File: src/rtl/debounce_pkg.sv
// Shared constants and helpers for the input debouncer.
// Board-clock (100 MHz) debounce windows expressed in clk cycles.
package debounce_pkg;

   localparam int unsigned DEB_1MS  = 100_000;
   localparam int unsigned DEB_10MS = 1_000_000;
   localparam int unsigned DEB_20MS = 2_000_000;

   // Ceiling log2; clog2(1) = 0.
   function automatic int unsigned clog2(input int unsigned n);
      int unsigned v;
      int unsigned r;
      r = 0;
      v = (n > 0) ? n - 1 : 0;
      while (v > 0) begin
         r++;
         v = v >> 1;
      end
      return r;
   endfunction

endpackage

File: src/rtl/debounce_ch.sv
// One debounce channel: synchronizer chain, stability counter, level and edge-pulse registers.
module debounce_ch
   import debounce_pkg::*;
#(
   parameter int unsigned SYNC_STAGES   = 2,
   parameter int unsigned STABLE_CYCLES = 16
) (
   input  logic clk,
   input  logic rst,
   input  logic din,
   output logic dout,
   output logic rise,
   output logic fall,
   output logic busy
);

   localparam int unsigned     CntW   = clog2(STABLE_CYCLES + 1);
   localparam logic [CntW-1:0] CntMax = CntW'(STABLE_CYCLES - 1);

   logic [SYNC_STAGES-1:0] sync_q;
   logic                   s;
   logic [CntW-1:0]        cnt_q, cnt_d;
   logic                   dout_q, dout_d;
   logic                   rise_q, rise_d;
   logic                   fall_q, fall_d;

   // din is sampled only by the first synchronizer stage.
   always_ff @(posedge clk) begin
      if (rst) begin
         sync_q <= '0;
      end else begin
         sync_q <= {sync_q[SYNC_STAGES-2:0], din};
      end
   end

   assign s = sync_q[SYNC_STAGES-1];

   always_comb begin
      cnt_d  = '0;
      dout_d = dout_q;
      rise_d = 1'b0;
      fall_d = 1'b0;
      if (s != dout_q) begin
         if (cnt_q == CntMax) begin
            dout_d = s;
            rise_d = s;
            fall_d = ~s;
         end else begin
            cnt_d = cnt_q + CntW'(1);
         end
      end
   end

   always_ff @(posedge clk) begin
      if (rst) begin
         cnt_q  <= '0;
         dout_q <= 1'b0;
         rise_q <= 1'b0;
         fall_q <= 1'b0;
      end else begin
         cnt_q  <= cnt_d;
         dout_q <= dout_d;
         rise_q <= rise_d;
         fall_q <= fall_d;
      end
   end

   assign dout = dout_q;
   assign rise = rise_q;
   assign fall = fall_q;
   assign busy = s ^ dout_q;

endmodule

File: src/rtl/debounce_sync.sv
// Multi-channel input conditioner: independent debounce_ch per input bit.
module debounce_sync
   import debounce_pkg::*;
#(
   parameter int unsigned WIDTH         = 1,
   parameter int unsigned SYNC_STAGES   = 2,
   parameter int unsigned STABLE_CYCLES = 16
) (
   input  logic             clk,
   input  logic             rst,
   input  logic [WIDTH-1:0] din,
   output logic [WIDTH-1:0] dout,
   output logic [WIDTH-1:0] rise,
   output logic [WIDTH-1:0] fall,
   output logic [WIDTH-1:0] busy
);

   for (genvar i = 0; i < WIDTH; i++) begin : g_ch
      debounce_ch #(
         .SYNC_STAGES  (SYNC_STAGES),
         .STABLE_CYCLES(STABLE_CYCLES)
      ) u_ch (
         .clk (clk),
         .rst (rst),
         .din (din[i]),
         .dout(dout[i]),
         .rise(rise[i]),
         .fall(fall[i]),
         .busy(busy[i])
      );
   end

endmodule

File: config.mk
export PLATFORM = sky130hd
export DESIGN_NAME = debounce_sync
export DESIGN_NICKNAME = d
export VERILOG_FILES = /design/src/rtl/debounce_pkg.sv /design/src/rtl/debounce_ch.sv /design/src/rtl/debounce_sync.sv
export SDC_FILE = /design/constraint.sdc
export NUM_CORES = 1
export LEC_CHECK = 0
export ABC_AREA = 1
export ABC_CLOCK_PERIOD_IN_PS = 2200
export BUFFER_PORTS_ARGS = -buffer_cell sky130_fd_sc_hd__buf_2
export CORE_AREA = 4 4 41 43
export CTS_BUF_LIST = sky130_fd_sc_hd__clkbuf_4 sky130_fd_sc_hd__clkbuf_8
export CTS_CLUSTER_DIAMETER = 30
export CTS_CLUSTER_SIZE = 24
export DETAILED_ROUTE_END_ITERATION = 10
export DIE_AREA = 0 0 45 47
export SYNTH_ARGS = -nofsm -noshare
export SYNTH_HDL_FRONTEND = slang
export SYNTH_HIERARCHICAL = 1
export SYNTH_SLANG_ARGS = --single-unit
File: constraint.sdc
create_clock -name clk -period 2.2 [get_ports clk]
set_input_delay 0.33 -clock clk [delete_from_list [all_inputs] [get_ports clk]]
set_output_delay 0.33 -clock clk [all_outputs]
set_load 0.03 [all_outputs]
==> impl_metrics.env, run 1 <==
export IMPL_gr_total_overflow=0
export IMPL_timing_final_ws_setup_ns=0.865
export IMPL_portBuffers=6
export IMPL_finalNetCount=60
export IMPL_crit_fanout=4
export IMPL_grt_pass1_vias=210
export IMPL_p_per_area_mw_per_mm2=727
export IMPL_chipHeight_microns=47
export IMPL_setup_viol=0
export IMPL_std_cell_rows=13
export IMPL_start_kind="flop"
export IMPL_drt_total_wl_microns=509
export IMPL_syn_area_sq_um=364
export IMPL_numCtsBuffers=3
export IMPL_max_freq_mhz=749
export IMPL_gp_congestion=0.602
export IMPL_grt_max_degree=6
export IMPL_finalSetupTns_ns=0
export IMPL_skew_ns=0.00360
export IMPL_fin_crit_ns=1.33
export IMPL_synth_area_per_cell_sq_um=8.27
export IMPL_crit_path_end_kind="primary output"
export IMPL_grt_antenna_before_repair=0
export IMPL_ys_ff_latch=10
export IMPL_root_buffer="clkbuf_4"
export IMPL_finalHoldViolCount=0
export IMPL_route_detailed_drc=0
export IMPL_peakVddDrop_v=0.000289
export IMPL_path_class="flop to primary output"
export IMPL_yosysUniqueCellTypes=12
export IMPL_cts_htree_levels=1
export IMPL_clock_latency_ns=0.26
export IMPL_core_sq_mm=0.00130
export IMPL_drv_cap=0
export IMPL_pre_cts_slack_ns=0.935
export IMPL_fin_crit_sh=0.607
export IMPL_start_util=0.280
export IMPL_drt_first_pass_iters=2
export IMPL_n_fill_cell=151
export IMPL_final_util=0.335
export IMPL_drt_iter0_drc=4
export IMPL_syn2layout_area_growth_pct=19.6
export IMPL_power_mw=0.317
export IMPL_cts_resized=0
export IMPL_seq_area_frac_synth=0.550
export IMPL_status="complete, no violations"
export IMPL_grt_util_all_layers=0.0619
export IMPL_worstMarginPinSlew_ns=0.158
export IMPL_io_pins=7
export IMPL_vias=264
export IMPL_crit_required_ns=1.87
export IMPL_clk_pin_slew_worst_paths_ns=0.06
export IMPL_syn_num_nets=49
export IMPL_grt_pass1_wl_microns=807
export IMPL_arrival_ns=1.00
export IMPL_static_leakage_power_nw=0.194
export IMPL_timing_hold_ws_ns=0.263
export IMPL_die_area_sq_mm=0.00212
export IMPL_antenna_cells=0
export IMPL_vias_per_cell=3.88
export IMPL_cts_sinks=10
export IMPL_drt_antenna_violating_nets=0
export IMPL_dp_hpwl_microns=395
export IMPL_yosysWarningCount=6
export IMPL_clk_path_buf_depth=2
export IMPL_drive_gt1_frac=0.226
export IMPL_cts_setup_buffers=0
export IMPL_drv_slew=0
export IMPL_hold_class="input pin to flop"
export IMPL_slew_headroom=0.895
export IMPL_synthCells=44
export IMPL_post_drt_wl_per_cell_microns=7.49
export IMPL_tritoncts="built"
export IMPL_rsz0062_at_grt="no"
export IMPL_cts_hold_buf=0
export IMPL_r2r_setup_slack_ns=0.94
export IMPL_die_w_microns=45
==> routing by layer <==
metal	GRT usage	part of all wire
met1	0.0621	0.49
met2	0.0763	0.35
met3	0.0690	0.14
met4	0.0351	0.024
met5	0	0
==> synthesized netlist by cell type (all sizes together) <==
| library cell | n | area (sq um) |
|---|---|---|
| nand4 | 1 | 6.26 |
| a21oi | 1 | 5.00 |
| ha | 2 | 25.0 |
| nor2 | 11 | 43.8 |
| xnor2 | 1 | 8.76 |
| inv | 8 | 30.0 |
| nand3 | 1 | 5.00 |
| o21ai | 1 | 5.00 |
| dfxtp | 10 | 200 |
| nand2 | 8 | 35.0 |
==> stage by stage <==
stage	cells	area, sq um
CTS	68	435
detailed placement	65	413
finish	68	435
floorplan	44	364
global route	68	435
global placement	65	413
==> final timing paths <==
kind,startpoint,endpoint,cells after the start
max,g_ch[0].u_ch/dout,busy,4
min,rst,g_ch[0].u_ch/sync_q[0],2
max reg2reg,g_ch[0].u_ch/cnt_q[0],g_ch[0].u_ch/cnt_q[3],7
min reg2reg,g_ch[0].u_ch/sync_q[0],g_ch[0].u_ch/sync_q[1],2
==> where the power goes <==
group	internal, mW	switching, mW	leakage, nW	total [mW]
Sequential	0.183	0.00109	0.0810	0.184
Combinational	0.00383	0.00662	0.0990	0.0105
Clock	0.0630	0.0586	0.0138	0.122
Total	0.250	0.0663	0.194	0.317
==> flip-flops by register name, indices dropped and copies added, names as in the netlist <==
register and count:
g_ch.u_ch/dout 1, g_ch.u_ch/rise 1, g_ch.u_ch/fall 1, g_ch.u_ch/cnt_q 5, g_ch.u_ch/sync_q 2
==> cell usage in the layout (no fill, tap or decap) <==
cell type  instances
nand2_1            6
dfxtp_1           10
nand4_1            1
nand3_1            1
ha_1               2
nand2_2            2
buf_2              6
nor2_2             1
clkbuf_4           3
xnor2_1            1
a21oi_1            1
nor2_1            10
o21ai_0            1
inv_1              8
==> critical path, stage by stage (launching register included) <==
cell     delay, ns
dfxtp_1       0.36
inv_1         0.05
nand2_1       0.08
nand2_2       0.07
buf_2         0.18
==> logic make-up after synthesis <==
| logic type | count (synthesis) | synth area share |
|---|---|---|
| xor gates and xnor gates | 1 | 0.0241 |
| and+or+nand+nor | 21 | 0.247 |
| buffers and inverters | 8 | 0.0825 |
| adders and majority gates | 2 | 0.0687 |
| AOI/OAI and AO/OA | 2 | 0.0275 |
| DFF | 10 | 0.550 |
==> layout make-up <==
cell class | count | area [sq um] | area share
Clock buffer | 3 | 22.5 | 0.0517
Inverter | 8 | 30.0 | 0.0690
Multi-Input combinational cell | 26 | 134 | 0.307
Sequential cell | 10 | 200 | 0.460
Tap cell | 15 | 18.8 | 0.0431
Timing Repair Buffer | 6 | 30.0 | 0.0690
Note: power is estimated with default switching activity, not from simulation.
==> inputs of run 2 (changes only) <==
--- a/config.mk
+++ b/config.mk
@@ -6,7 +6,7 @@
 export NUM_CORES = 1
 export LEC_CHECK = 0
 export ABC_AREA = 1
-export ABC_CLOCK_PERIOD_IN_PS = 2200
+export ABC_CLOCK_PERIOD_IN_PS = 1400
 export BUFFER_PORTS_ARGS = -buffer_cell sky130_fd_sc_hd__buf_2
 export CORE_AREA = 4 4 41 43
 export CTS_BUF_LIST = sky130_fd_sc_hd__clkbuf_4 sky130_fd_sc_hd__clkbuf_8
==> constraint.sdc (replaced) <==
create_clock -name clk -period 1.4 [get_ports clk]
set_input_delay 0.21 -clock clk [delete_from_list [all_inputs] [get_ports clk]]
set_output_delay 0.21 -clock clk [all_outputs]
set_load 0.03 [all_outputs]
==> impl_metrics.env, run 2 (same netlist as run 1, synthesis figures left out) <==
export IMPL_status="complete, no violations"
export IMPL_clock_latency_ns=0.26
export IMPL_finalNetCount=60
export IMPL_drv_slew=0
export IMPL_std_cell_rows=13
export IMPL_grt_pass1_wl_microns=862
export IMPL_power_share_clock=0.450
export IMPL_seq_power_share=0.520
export IMPL_pre_cts_slack_ns=0.114
export IMPL_max_freq_mhz=785
export IMPL_cts_setup_buffers=0
export IMPL_top_regs="g_ch.u_ch/cnt_q (5), g_ch.u_ch/sync_q (2)"
export IMPL_finalSetupTns_ns=0
export IMPL_fin_crit_sh=0.910
export IMPL_cts_resized=0
export IMPL_chipHeight_microns=47
export IMPL_cts_sinks=10
export IMPL_core_sq_mm=0.00130
export IMPL_skew_ns=0.000563
export IMPL_grt_pass1_vias=214
export IMPL_netSwitchingPower_mw=0.105
export IMPL_crit_fanout=5
export IMPL_portBuffers=6
export IMPL_numCtsBuffers=3
export IMPL_final_util=0.345
export IMPL_post_drt_wl_per_cell_microns=7.33
export IMPL_clk_path_buf_depth=2
export IMPL_vias=268
export IMPL_hold_class="input pin to flop"
export IMPL_drv_cap=0
export IMPL_arrival_ns=1.43
export IMPL_largest_reg_flops=5
export IMPL_slew_headroom=0.898
export IMPL_switching_share=0.189
export IMPL_p_per_area_mw_per_mm2=1240
export IMPL_drt_total_wl_microns=506
export IMPL_intPower_mw=0.452
export IMPL_drive_gt1_frac=0.241
export IMPL_crit_required_ns=1.55
export IMPL_dp_hpwl_microns=415
export IMPL_mostFrequentLayoutCells="nor2_1, dfxtp_1, inv_1"
export IMPL_power_mw=0.557
export IMPL_path_class="flop to flop"
export IMPL_start_kind="flop"
export IMPL_cts_hold_buf=0
export IMPL_placed_cells=65
export IMPL_r2r_setup_slack_ns=0.13
export IMPL_start_util=0.280
export IMPL_grt_max_degree=7
export IMPL_grt_util_all_layers=0.0675
export IMPL_gr_total_overflow=0
export IMPL_die_w_microns=45
export IMPL_syn2layout_area_growth_pct=23.4
export IMPL_root_buffer="clkbuf_4"
export IMPL_finalHoldViolCount=0
export IMPL_largest_register="g_ch.u_ch/cnt_q"
export IMPL_io_pins=7
export IMPL_grt_antenna_before_repair=0
export IMPL_vias_per_cell=3.88
export IMPL_antenna_cells=0
export IMPL_drt_antenna_violating_nets=0
export IMPL_static_leakage_power_nw=0.201
export IMPL_route_detailed_drc=0
export IMPL_worstMarginPinSlew_ns=0.152
export IMPL_crit_path_end_kind="flop"
export IMPL_setup_viol=0
export IMPL_comb_power_share=0.029
export IMPL_rsz0062_at_grt="no"
export IMPL_drt_iter0_drc=1
export IMPL_tritoncts="built"
export IMPL_clk_pin_slew_worst_paths_ns=0.06
export IMPL_drt_first_pass_iters=2
export IMPL_timing_final_ws_setup_ns=0.126
export IMPL_die_area_sq_mm=0.00212
export IMPL_cts_htree_levels=1
export IMPL_peakVddDrop_v=0.000541
export IMPL_fin_crit_ns=1.27
export IMPL_final_cells=69
export IMPL_gp_congestion=0.611
export IMPL_n_fill_cell=150
-- run 2: cell count changes in the layout (fill, tap and decap cells not counted), sizes merged --
cell | previous run | this run
clkbuf | 3 | 4
-- run 2: layout make-up --
type / instances / area (sq um) / share of cell area
multi-input cells: 26 / 134 / 0.298
repair buffers: 6 / 30.0 / 0.0669
inverters: 8 / 30.0 / 0.0669
flip-flops and latches: 10 / 200 / 0.446
well taps: 15 / 18.8 / 0.0418
clock buffers: 4 / 36.3 / 0.0808
-- run 2: critical path: stages (launching register included) --
cell and delay [ns]:
dfxtp_1 0.37, ha_1 0.20, nand2_1 0.06, nor2_1 0.09
ha_1 0.21, nor2_1 0.07, nand2_2 0.12, nor2_1 0.05
-- run 2: metrics by stage --
| step | area (sq um) | hold WS (ns) |
|---|---|---|
| 2_1_floorplan | 364 | 0.281 |
| 3_3_place_gp | 413 | 0.391 |
| 3_5_place_dp | 413 | 0.396 |
| 4_1_cts | 449 | 0.138 |
| 5_1_grt | 449 | 0.145 |
| 6_report | 449 | 0.150 |
-- run 2: worst paths after layout --
check	start	to	cells after the start
min reg2reg	g_ch[0].u_ch/sync_q[0]	g_ch[0].u_ch/sync_q[1]	2
min	rst	g_ch[0].u_ch/sync_q[0]	2
max	g_ch[0].u_ch/cnt_q[0]	g_ch[0].u_ch/cnt_q[4]	7
max reg2reg	g_ch[0].u_ch/cnt_q[0]	g_ch[0].u_ch/cnt_q[4]	7
-- run 2: per-layer routing --
metal,global-route usage,wire [microns]
met2,0.0791,200
met4,0.0526,9
met1,0.0691,253
met5,0,0
met3,0.0690,42
-- run 2: power groups by stage --
| stage | sequential (mW) | clock, mW | combinational, mW |
|---|---|---|---|
| floorplan | 0.296 | 0 | 0.0106 |
| global placement | 0.296 | 0 | 0.0166 |
| detailed placement | 0.296 | 0 | 0.0166 |
| CTS | 0.290 | 0.265 | 0.0167 |
| global route | 0.290 | 0.294 | 0.0190 |
| finish | 0.290 | 0.251 | 0.0164 |
